===== src/rtl/bank_select_encoder.sv =====
// bank_select_encoder
//
// Round-robin arbiter for a 4-bank memory. It picks one requesting bank and
// drives a registered chip select, a binary bank index and a one-hot grant.
// Each grant ends with a one-cycle RELEASE that acts as the bus turnaround.
//
// Optional feature (macro BANK_SELECT_ENCODER_TIMEOUT_EN):
//   When the macro is defined, an 8-bit hold counter limits a grant to
//   HOLD_MAX consecutive cycles. When it is undefined, a grant ends only on
//   Done or when the owner drops its request.
//
// Parameters:
//   HOLD_MAX  maximum consecutive GRANT cycles per grant (1..255)
//
// Ports:
//   CLK    in   clock, rising edge
//   RST_N  in   synchronous active-low reset
//   Req    in   [3:0] level-sensitive per-bank requests
//   Done   in   current owner ends its access
//   CS     out  registered chip select
//   BSOut  out  [1:0] registered bank index, valid while CS=1
//   Grant  out  [3:0] registered one-hot grant (0 when CS=0)
//   Busy   out  registered, 1 in GRANT and RELEASE

module bank_select_encoder #(
  parameter int unsigned HOLD_MAX = 8
) (
  input  logic       CLK,
  input  logic       RST_N,
  input  logic [3:0] Req,
  input  logic       Done,
  output logic       CS,
  output logic [1:0] BSOut,
  output logic [3:0] Grant,
  output logic       Busy
);

  typedef enum logic [1:0] {
    StIdle,
    StGrant,
    StRelease
  } state_e;

  state_e     state;
  logic [1:0] ptr;
  logic [1:0] winner;
  logic       exit_grant;

  // Elaboration-time guard on the parameter range.
  if (HOLD_MAX < 1 || HOLD_MAX > 255) begin : g_hold_max_check
    $error("bank_select_encoder: HOLD_MAX out of range 1..255");
  end

  // Round-robin search: first set request going upward from ptr+1, wrapping.
  always_comb begin
    logic       found;
    logic [1:0] idx;
    winner = ptr;
    found  = 1'b0;
    idx    = ptr;
    for (int k = 1; k <= 4; k++) begin
      idx = ptr + 2'(k);
      if (!found && Req[idx]) begin
        winner = idx;
        found  = 1'b1;
      end
    end
  end

`ifdef BANK_SELECT_ENCODER_TIMEOUT_EN
  localparam logic [7:0] HoldLast = 8'(HOLD_MAX - 1);

  logic [7:0] hold_cnt;

  assign exit_grant = Done || !Req[BSOut] || (hold_cnt == HoldLast);
`else
  assign exit_grant = Done || !Req[BSOut];
`endif

  always_ff @(posedge CLK) begin
    if (!RST_N) begin
      state <= StIdle;
      CS    <= 1'b0;
      BSOut <= 2'b00;
      Grant <= 4'b0000;
      Busy  <= 1'b0;
      ptr   <= 2'd3;  // bank 0 gets first priority after reset
`ifdef BANK_SELECT_ENCODER_TIMEOUT_EN
      hold_cnt <= 8'd0;
`endif
    end else begin
      unique case (state)
        StIdle: begin
          if (|Req) begin
            state <= StGrant;
            CS    <= 1'b1;
            BSOut <= winner;
            Grant <= 4'b0001 << winner;
            Busy  <= 1'b1;
            ptr   <= winner;
`ifdef BANK_SELECT_ENCODER_TIMEOUT_EN
            hold_cnt <= 8'd0;
`endif
          end else begin
            CS    <= 1'b0;
            BSOut <= 2'b00;
            Grant <= 4'b0000;
            Busy  <= 1'b0;
          end
        end
        StGrant: begin
          // Other banks are ignored here: no preemption.
          if (exit_grant) begin
            state <= StRelease;
            CS    <= 1'b0;
            Grant <= 4'b0000;
            // BSOut holds its value through the turnaround cycle.
          end
`ifdef BANK_SELECT_ENCODER_TIMEOUT_EN
          else begin
            hold_cnt <= hold_cnt + 8'd1;
          end
`endif
        end
        StRelease: begin
          state <= StIdle;
          BSOut <= 2'b00;
          Busy  <= 1'b0;
        end
        default: begin
          state <= StIdle;
          CS    <= 1'b0;
          BSOut <= 2'b00;
          Grant <= 4'b0000;
          Busy  <= 1'b0;
        end
      endcase
    end
  end

endmodule

===== config.mk =====
export PLATFORM = sky130hd
export DESIGN_NAME = bank_select_encoder
export DESIGN_NICKNAME = d
export VERILOG_FILES = /design/src/rtl/bank_select_encoder.sv
export SDC_FILE = /design/constraint.sdc
export NUM_CORES = 1
export LEC_CHECK = 0
export ABC_AREA = 1
export CAP_MARGIN = 5
export CORE_MARGIN = 2
export CORE_UTILIZATION = 44
export DETAILED_ROUTE_END_ITERATION = 12
export PLACE_DENSITY = 0.72
export SYNTH_ARGS = -nofsm -noshare
export SYNTH_HDL_FRONTEND = slang
export SYNTH_SLANG_ARGS = --single-unit

===== constraint.sdc =====
create_clock -name CLK -period 1.29 [get_ports CLK]
set_input_delay 0.258 -clock CLK [delete_from_list [all_inputs] [get_ports CLK]]
set_output_delay 0.258 -clock CLK [all_outputs]
set_load 0.005 [all_outputs]

==> out/metrics.cfg <==
[outcome]
status=complete, but fails checks
failed_checks=negative setup slack

[worst_setup_path]
worstReg2RegStart=ptr[0]$_SDFFE_PN1P_
worstPathRequired_ns=1.49
cp_num_cells=12
reg2regPathDepth=12
crit_end_category=flip-flop
rrSetupSlack_ns=-0.20
cp_num_buf_inv=2
endpoint_of_the_worst_slack_reg_to_reg_timing_path=Grant[0]$_SDFFE_PN0P_
critical-path-top-cell-by-count=sky130_fd_sc_hd__nand2_4
setup.worst_path.start_class=flip-flop
worst-endpoint-arrival_ns=1.69
crit_end=Grant[0]$_SDFFE_PN0P_
worstPathMaxFanout=8
critical_path.max_stage_delay_ns=0.42
slowest_stage_cell_cp=sky130_fd_sc_hd__dfxtp_4
worst_path_dominant_cell_family=simple AND/OR/NAND/NOR gates
worstSetupStartpoint=ptr[0]$_SDFFE_PN1P_
path_cells=clkinv_8 > nand2_4 > nand2_4 > nand2_4 > nand2_4 > clkinv_4 > nand3_4 > nand2_2 > nand2_2 > nor2_2 > nand2_1 > a21oi_1
critical_path_class=reg2reg

[placement]
globalplace.congestion=0.8465
worst_setup_timing_slack_at_the_placement_stage_ns=-0.5106
i_o_buffers=14
placed_area_um2=1020
placed_cells_incl_taps=164
dp.final_hpwl_um=1451

[pwr]
p_leak_nw=0.6202
power_mw=3.328
power_per_cell_area_nw_per_um2=2836
power.ir.vdd_worst_mv=1.445

[clocking]
ctsHtreeMaxLevel=1
cts.sink_count=12
number_of_buffers_added_to_fix_hold_violations_after_cts=0
cts_made_buffers=3
clk_pin_slew_ns=0.07
cts_root_buffer=sky130_fd_sc_hd__clkbuf_4
clk_latency_ns=0.26
maximum_buffer_depth_of_the_clock_tree=2
tritoncts=built

[hold_path]
min_delay_path_class=reg2reg
hold_depth=2

[sta]
fin_ws_ns=-0.2047
fmax_mhz=669.0
period_minus_slack_ns=1.495
final.period_utilization=1.159
worst_pin_slew_ns=0.2866
hold_viol_final=0
finClkSkew_ns=0.005057
slew_violations=0
timing.slew.headroom=0.8087
grt_setup_unrepaired=yes
final-setup-viol-count=9

[synth]
synthDominantAreaCellType=sky130_fd_sc_hd__dfxtp_1
synthesis.nets=130
netlist_top_cells_area=sky130_fd_sc_hd__dfxtp_1 32%, sky130_fd_sc_hd__nand2_1 29%, sky130_fd_sc_hd__nand3_1 7.9%
syn-cell-area_um2=755.7
synth.lib_cells_used.distinct=18
synth-seq-cells=12
synth_sequential_area_ratio=0.3179
yosysWarnings=0
gate_count_of_the_mapped_netlist=123
post_synth.cell_area_avg_um2=6.144
netlist.area_leader.share=0.3179

[routing]
detailedRoute.firstPassIterationCount=4
via_count=879
avgRoutedWirePerCell_um=11.60
number_of_drc_violations_after_detailed_routing_iteration_0=31
post-route-drc-count=0
route.final.wire_length_um=1984
viasPerCell=5.140
antenna_violating_nets_post_route=0

[global_routing]
overall_global_routing_resource_usage=0.2155
grt_pass1_wl_um=3229
grt_max_degree=9
grt_pass1_vias=782
grt-ovfl-total=0
grt_antenna_before_repair=0

[cells_and_area]
stdcell_area_um2=1174
final-instance-count-excl-fill=171
fin_nets=164
layout-drive-gt1-share=0.3806
synthToLayoutAreaGrowth_pct=55.30
finish.utilization=0.7528
antenna_cells=0

[die]
chipHeight_um=45.45
placement_rows=14
initial_cell_density_of_the_core=0.4848
core_region_area_um2=1559
pin_count=15
die_area_um2=2065
die_w_um=45.45

[flow_run]
drv_cap=0

## per-layer routing
metal / vias to the layer above / global-route usage / wire length, um
li1: 455 / - / -
met1: 390 / 0.2723 / 870
met2: 30 / 0.3775 / 997
met3: 4 / 0.02381 / 88
met4: 0 / 0.07059 / 27
met5: - / 0 / 0
## final cells by class
cell class	count	area, um^2
Sequential cell	12	247.7
Multi-Input combinational cell	99	575.6
Clock buffer	3	22.52
Tap cell	16	20.02
Timing Repair Buffer	30	246.5
Fill cell	132	385.4
Inverter	11	61.31
## layout by cell type (no fill, tap or decap), types with 2 or more instances in the layout
master | netlist | routed
sky130_fd_sc_hd__nor2_2 | 1 | 3
sky130_fd_sc_hd__nand2_1 | 59 | 47
sky130_fd_sc_hd__dfxtp_2 | 0 | 3
sky130_fd_sc_hd__dlygate4sd2_1 | 0 | 11
sky130_fd_sc_hd__buf_4 | 0 | 16
sky130_fd_sc_hd__inv_1 | 8 | 7
sky130_fd_sc_hd__nand2_2 | 6 | 8
sky130_fd_sc_hd__a21oi_2 | 0 | 3
sky130_fd_sc_hd__nand3_2 | 0 | 2
sky130_fd_sc_hd__clkbuf_4 | 0 | 3
sky130_fd_sc_hd__nand3_1 | 12 | 10
sky130_fd_sc_hd__clkdlybuf4s50_1 | 0 | 3
sky130_fd_sc_hd__o22ai_2 | 0 | 2
sky130_fd_sc_hd__nand2_4 | 2 | 12
sky130_fd_sc_hd__dfxtp_1 | 12 | 8
sky130_fd_sc_hd__nor2_1 | 6 | 4
sky130_fd_sc_hd__a21oi_1 | 5 | 2
## report_power, final
group / internal [mW] / switching (mW) / total [mW]
registers: 0.532 / 0.149 / 0.681
clock network: 0.108 / 0.112 / 0.220
logic: 1.01 / 1.41 / 2.43
## worst reg2reg max path, cell delays in order (launching register included)
cell and delay (ns):
sky130_fd_sc_hd__dfxtp_4 0.42, sky130_fd_sc_hd__clkinv_8 0.10, sky130_fd_sc_hd__nand2_4 0.07, sky130_fd_sc_hd__nand2_4 0.06, sky130_fd_sc_hd__nand2_4 0.09, sky130_fd_sc_hd__nand2_4 0.08, sky130_fd_sc_hd__clkinv_4 0.06, sky130_fd_sc_hd__nand3_4 0.09
sky130_fd_sc_hd__nand2_2 0.09, sky130_fd_sc_hd__nand2_2 0.07, sky130_fd_sc_hd__nor2_2 0.11, sky130_fd_sc_hd__nand2_1 0.06, sky130_fd_sc_hd__a21oi_1 0.14
## metrics by stage
step,TNS (ns),hold WS [ns]
after floorplan,-0.1412,0.3565
after CTS,-0.9831,0.4574
final,-1.206,0.4586
after global routing,-1.957,0.4859
after detailed placement,-4.849,0.4462
after global placement,-4.556,0.4414
## Yosys cell counts (all sizes together)
library cell,instances
clkinv,2
nor3,1
o21ai,3
nand2,67
a21oi,5
nand3,13
inv,9
dfxtp,12
o22ai,2
o211ai,1
nor2,7
buf,1
## timing repair
item | in CTS | in global routing
cloned | 0 | 0
setup buffers | 3 | 1
pin swaps | 5 | 4
resized for setup | 35 | 8
endpoints found under the setup margin | 17 | 10
## state kept, by name (all words and copies together) (netlist names)
signal / cells
Grant: 4
BSOut: 2
ptr: 2
state: 2
Busy: 1
CS: 1
## worst min path at each step
stage | start | to
6_report | Busy$_SDFFE_PN0P_ | Busy$_SDFFE_PN0P_
5_1_grt | Busy$_SDFFE_PN0P_ | Busy$_SDFFE_PN0P_
4_1_cts | Busy$_SDFFE_PN0P_ | Busy$_SDFFE_PN0P_
3_5_place_dp | Busy$_SDFFE_PN0P_ | Busy$_SDFFE_PN0P_
3_3_place_gp | Busy$_SDFFE_PN0P_ | Busy$_SDFFE_PN0P_
2_1_floorplan | RST_N | ptr[0]$_SDFFE_PN1P_
## cell families (layout without fill, tap and decap cells)
group / Yosys count / in the layout / share of synthesized area
simple gates: 88 / 88 / 0.5199
compound gates: 11 / 11 / 0.07946
flops: 12 / 12 / 0.3179
buf+inv: 12 / 44 / 0.08278
Note: power is estimated with default switching activity, not from simulation.
==> patch 1: new RTL, same settings <==
Encoding of `state_e`: now one-hot (3 bits for 3 states).
--- a/src/rtl/bank_select_encoder.sv
+++ b/src/rtl/bank_select_encoder.sv
@@ -35,10 +35,10 @@
   output logic       Busy
 );
 
-  typedef enum logic [1:0] {
-    StIdle,
-    StGrant,
-    StRelease
+  typedef enum logic [2:0] {
+    StIdle    = 3'b001,
+    StGrant   = 3'b010,
+    StRelease = 3'b100
   } state_e;
 
   state_e     state;
Check against the original RTL: same outputs for any inputs over 10 cycles, from zero or initial values and one cycle with RST_N low; not proved beyond that.
==> patch 1 against the original RTL <==
  * The run still ends with negative setup slack left
  * Maximum frequency is 1.7% higher
  * Clock skew up 0.00081 ns
  * Sequential share of layout area is 0.29 points higher
  * Setup slack better by 0.024 ns
  * First-iteration DRC count decreased by 55%
  * Final cell count rose by 11%
  * Synthesized area rose by 7.9%
  * Sequential cell count increased by 1
  * Final area up 9.6%
  * Die area is 7.2% higher
  * Power down 5.4%
  * Routed wire length is 15% higher
  * Utilization fell by 0.79 points
  * Count of clock-buffer cells in the layout increased by 1
==> patch 1: results (changes against the original RTL) <==
Failing checks - negative setup slack
Minimum setup slack in the final design - -0.1802 ns (+0.02446 ns)
Seq/Total Area, Yosys - 0.3190 (+0.001138)
Largest incremental delay on the critical path - 0.38 ns (-0.04 ns)
Max-slew headroom at the worst pin - 0.8078 (-0.0008900)
Worst Hold Launch - Grant[1]
Count of different cell masters after synthesis - 22 (+4)
Min-Delay Endpoint - Grant[1]
Number of nets in the final layout - 172 (+4.9%)
Worst hold slack - 0.4646 ns (+0.005994 ns)
Biggest fanout along the worst timing path - 6 (-2)
Vias in the first global route - 822 (+5.1%)
Number of filler instances in the final layout - 135 (+2.3%)
Maximum number of pins on one net before global-route repair - 11 (+2)
Wirelength, routed - 2280 um (+15%)
Outcome - finished with violations
# setup viols final - 8 (-1)
Worst IR Drop VDD - 1.459 mV (+0.98%)
Leading post-synthesis cells by cell area - sky130_fd_sc_hd__dfxtp_1 32%, sky130_fd_sc_hd__nand2_1 23%, sky130_fd_sc_hd__a21oi_1 6.7%
GRT Overall Usage - 0.2206 (+0.005105)
Syn Area/Cell - 6.474 um2 (+5.4%)
Vias per cell - 4.995 (-2.8%)
Source-to-sink clock delay at the later pin of the worst-skew pair - 0.29 ns (+0.03 ns)
Syn Nets - 133 (+2.3%)
Net switching component of the power - 1.510 mW (-9.8%)
First-pass GRT wire length - 3394 um (+5.1%)
Commonest cells in the netlist - 49 x sky130_fd_sc_hd__nand2_1, 13 x sky130_fd_sc_hd__dfxtp_1, 11 x sky130_fd_sc_hd__a21oi_1, 11 x sky130_fd_sc_hd__nand3_1, 10 x sky130_fd_sc_hd__inv_1
[patch 1: cell types whose count changed in the layout (fill, tap and decap cells not counted), sizes merged, moves of 5 or more]
| cell | before | now |
|---|---|---|
| buf | 16 | 21 |
| a21oi | 5 | 11 |
| inv | 9 | 14 |
| nand2 | 67 | 59 |
[patch 1: routing by layer]
layer / wire [um] / GRT usage / vias up / share of wire
met3: 75 / 0.05385 / 3 / 0.033
met2: 1247 / 0.4082 / 19 / 0.55
met5: 0 / 0 / - / 0
met1: 940 / 0.2471 / 441 / 0.41
met4: 17 / 0.06667 / 0 / 0.0075
li1: - / - / 481 / -
[patch 1: how the worst max path moves through the flow]
| stage | depth (start not counted) | end | startpoint |
|---|---|---|---|
| after floorplan | 12 | Grant[1] | ptr[0] |
| after global placement | 11 | Grant[3] | Req[2] |
| after detailed placement | 11 | Grant[1] | Req[2] |
| after CTS | 12 | Grant[1] | ptr[0] |
| after global routing | 12 | Grant[2] | ptr[1] |
| final | 12 | Grant[2] | ptr[1] |
[patch 1: cell type report]
type,instances,area [um2],share of cell area
timing repair buffer,35,286.5,0.2228
tap,25,31.28,0.02432
inverter,16,75.07,0.05837
clock buffer,4,26.28,0.02043
sequential,13,275.3,0.2140
multi-input combinational,96,591.8,0.4601
[patch 1: repair_timing]
item,in CTS,in global routing
endpoints found under the setup margin,19,10
buffers inserted,6,2
pin swaps,16,21
gates resized for setup,38,20
[patch 1: stage by stage]
stage	area, um2	util	setup slack [ns]	power (mW)	setup TNS (ns)
floorplan	823.3	-	-0.03454	1.815	-0.1971
global placement	1101	0.6377	-0.4422	2.412	-4.639
detailed placement	1101	0.6377	-0.4737	2.441	-4.972
CTS	1202	0.6964	-0.1866	2.922	-1.221
global route	1286	0.7449	-0.2542	3.373	-1.934
finish	1286	0.7449	-0.1802	3.147	-1.158
[patch 1: power groups by stage]
stage / registers [mW] / logic, mW / clock network [mW]
after detailed placement: 0.645 / 1.80 / 0
after global routing: 0.726 / 2.37 / 0.280
after floorplan: 0.631 / 1.18 / 0
after global placement: 0.636 / 1.78 / 0
after CTS: 0.699 / 1.96 / 0.266
final: 0.713 / 2.17 / 0.263
[patch 1: worst max-delay path: cells and delay by family (launching register included)]
kind	cells	cell delay (ns)
AND/OR/NAND/NOR	9	0.67
flip-flops	1	0.38
buffers and inverters	2	0.24
AO/OA/AOI/OAI	1	0.12
[patch 1: cells by family (layout without fill, tap and decap cells)]
kind of cell | after synthesis | count (layout) | share of synthesized area
flops | 13 | 13 | 0.3190
buf+inv | 17 | 55 | 0.09970
simple gates | 78 | 78 | 0.4586
compound gates | 18 | 18 | 0.1227
==> patch 2: new RTL, config.mk and constraints unchanged <==
Made on the original files. Build with the macro `BANK_SELECT_ENCODER_TIMEOUT_EN` defined.
--- a/src/rtl/bank_select_encoder.sv
+++ b/src/rtl/bank_select_encoder.sv
@@ -21,6 +21,8 @@
 //   BSOut  out  [1:0] registered bank index, valid while CS=1
 //   Grant  out  [3:0] registered one-hot grant (0 when CS=0)
 //   Busy   out  registered, 1 in GRANT and RELEASE
+
+`define BANK_SELECT_ENCODER_TIMEOUT_EN
 
 module bank_select_encoder #(
   parameter int unsigned HOLD_MAX = 8
Behaviour: not the same (a bounded check fails within 10 cycles, from zero or initial values and one cycle with RST_N low).
==> patch 2 against the original RTL <==
  * Critical endpoint unchanged
  * Sequential cell count is 8 higher
  * Power rose by 26%
  * Setup slack improved by 0.0049 ns
  * Synthesized area increased by 61%
  * Die area is 55% higher
  * Final area increased by 69%
  * Critical path type unchanged
  * Routed wire length rose by 87%
  * Sequential power up 32%
  * The flow still finishes with violations (negative setup slack)
  * Non-clock buffer count grew 16
==> patch 2: results (changes against the original RTL) <==
Sinks on Clock Net - 20 (+8)
Instance area at placement - 1607 um2 (+58%)
Slew at the pin closest to its max-slew limit - 0.2375 ns (-0.04912 ns)
Routed met1 length - 1447 um (+66%)
Vias per cell - 5.257 (+2.3%)
Global-route met3 utilization - 0.02074 (-0.003072)
Largest clock skew in the final design - 0.005740 ns (+0.0006830 ns)
Multi-In Gates - 148 (+49%)
Multi-input logic portion of the cell area - 0.4930 (+0.002643)
Commonest cells in the netlist - 67 x sky130_fd_sc_hd__nand2_1, 20 x sky130_fd_sc_hd__dfxtp_1, 19 x sky130_fd_sc_hd__nor2_1, 13 x sky130_fd_sc_hd__nand3_1, 12 x sky130_fd_sc_hd__inv_1
Number of nets in the final layout - 243 (+48%)
Min-Delay Endpoint - Busy
Minimum setup slack in the final design - -0.1998 ns (+0.004891 ns)
Outcome - finished with violations
Fraction of area in clock buffers and inverters - 0.02655 (+0.007359)
Worst hold slack - 0.4571 ns (-0.001467 ns)
Signal buffers share of area - 0.2061 (-0.003952)
Failing checks - negative setup slack
Post-CTS setup repair buffer count - 6 (+3)
Worst IR Drop VDD - 1.594 mV (+10%)
# setup viols final - 18 (+9)
Source-to-sink clock delay at the later pin of the worst-skew pair - 0.31 ns (+0.05 ns)
Syn Area/Cell - 6.594 um2 (+7.3%)
Number of filler instances in the final layout - 200 (+52%)
Seq/Total Area, Yosys - 0.3282 (+0.01032)
# resized after CTS - 40 (+14%)
Vias in the first global route - 1388 (+77%)
Switching fraction of total power - 0.4564 (-0.04669)
Met2 Usage GRT - 0.4369 (+0.05941)
Count of different cell masters after synthesis - 28 (+10)
Static Leakage - 0.9134 nW (+47%)
Routed wirelength normalized by instance count - 14.03 um (+21%)
[patch 2: logic make-up (layout without fill, tap and decap cells)]
| family | count (synthesis) | after routing | synth area share |
|---|---|---|---|
| xor gates and xnor gates | 5 | 5 | 0.03590 |
| adders and majority gates | 1 | 1 | 0.01025 |
| buffers and inverters | 18 | 66 | 0.06973 |
| AOI/OAI and AO/OA | 20 | 20 | 0.1015 |
| and+or+nand+nor | 121 | 122 | 0.4543 |
| DFF | 20 | 20 | 0.3282 |
[patch 2: how the worst max path moves through the flow]
stage | end | slack [ns] | cells past startpoint | startpoint
final | Grant[0] | -0.20 | 13 | ptr[0]
after global routing | Grant[3] | -0.31 | 13 | ptr[0]
after CTS | Grant[0] | -0.19 | 13 | ptr[0]
after detailed placement | Grant[0] | -0.52 | 12 | Req[2]
after global placement | Grant[0] | -0.46 | 12 | Req[2]
after floorplan | Grant[1] | -0.03 | 13 | ptr[0]
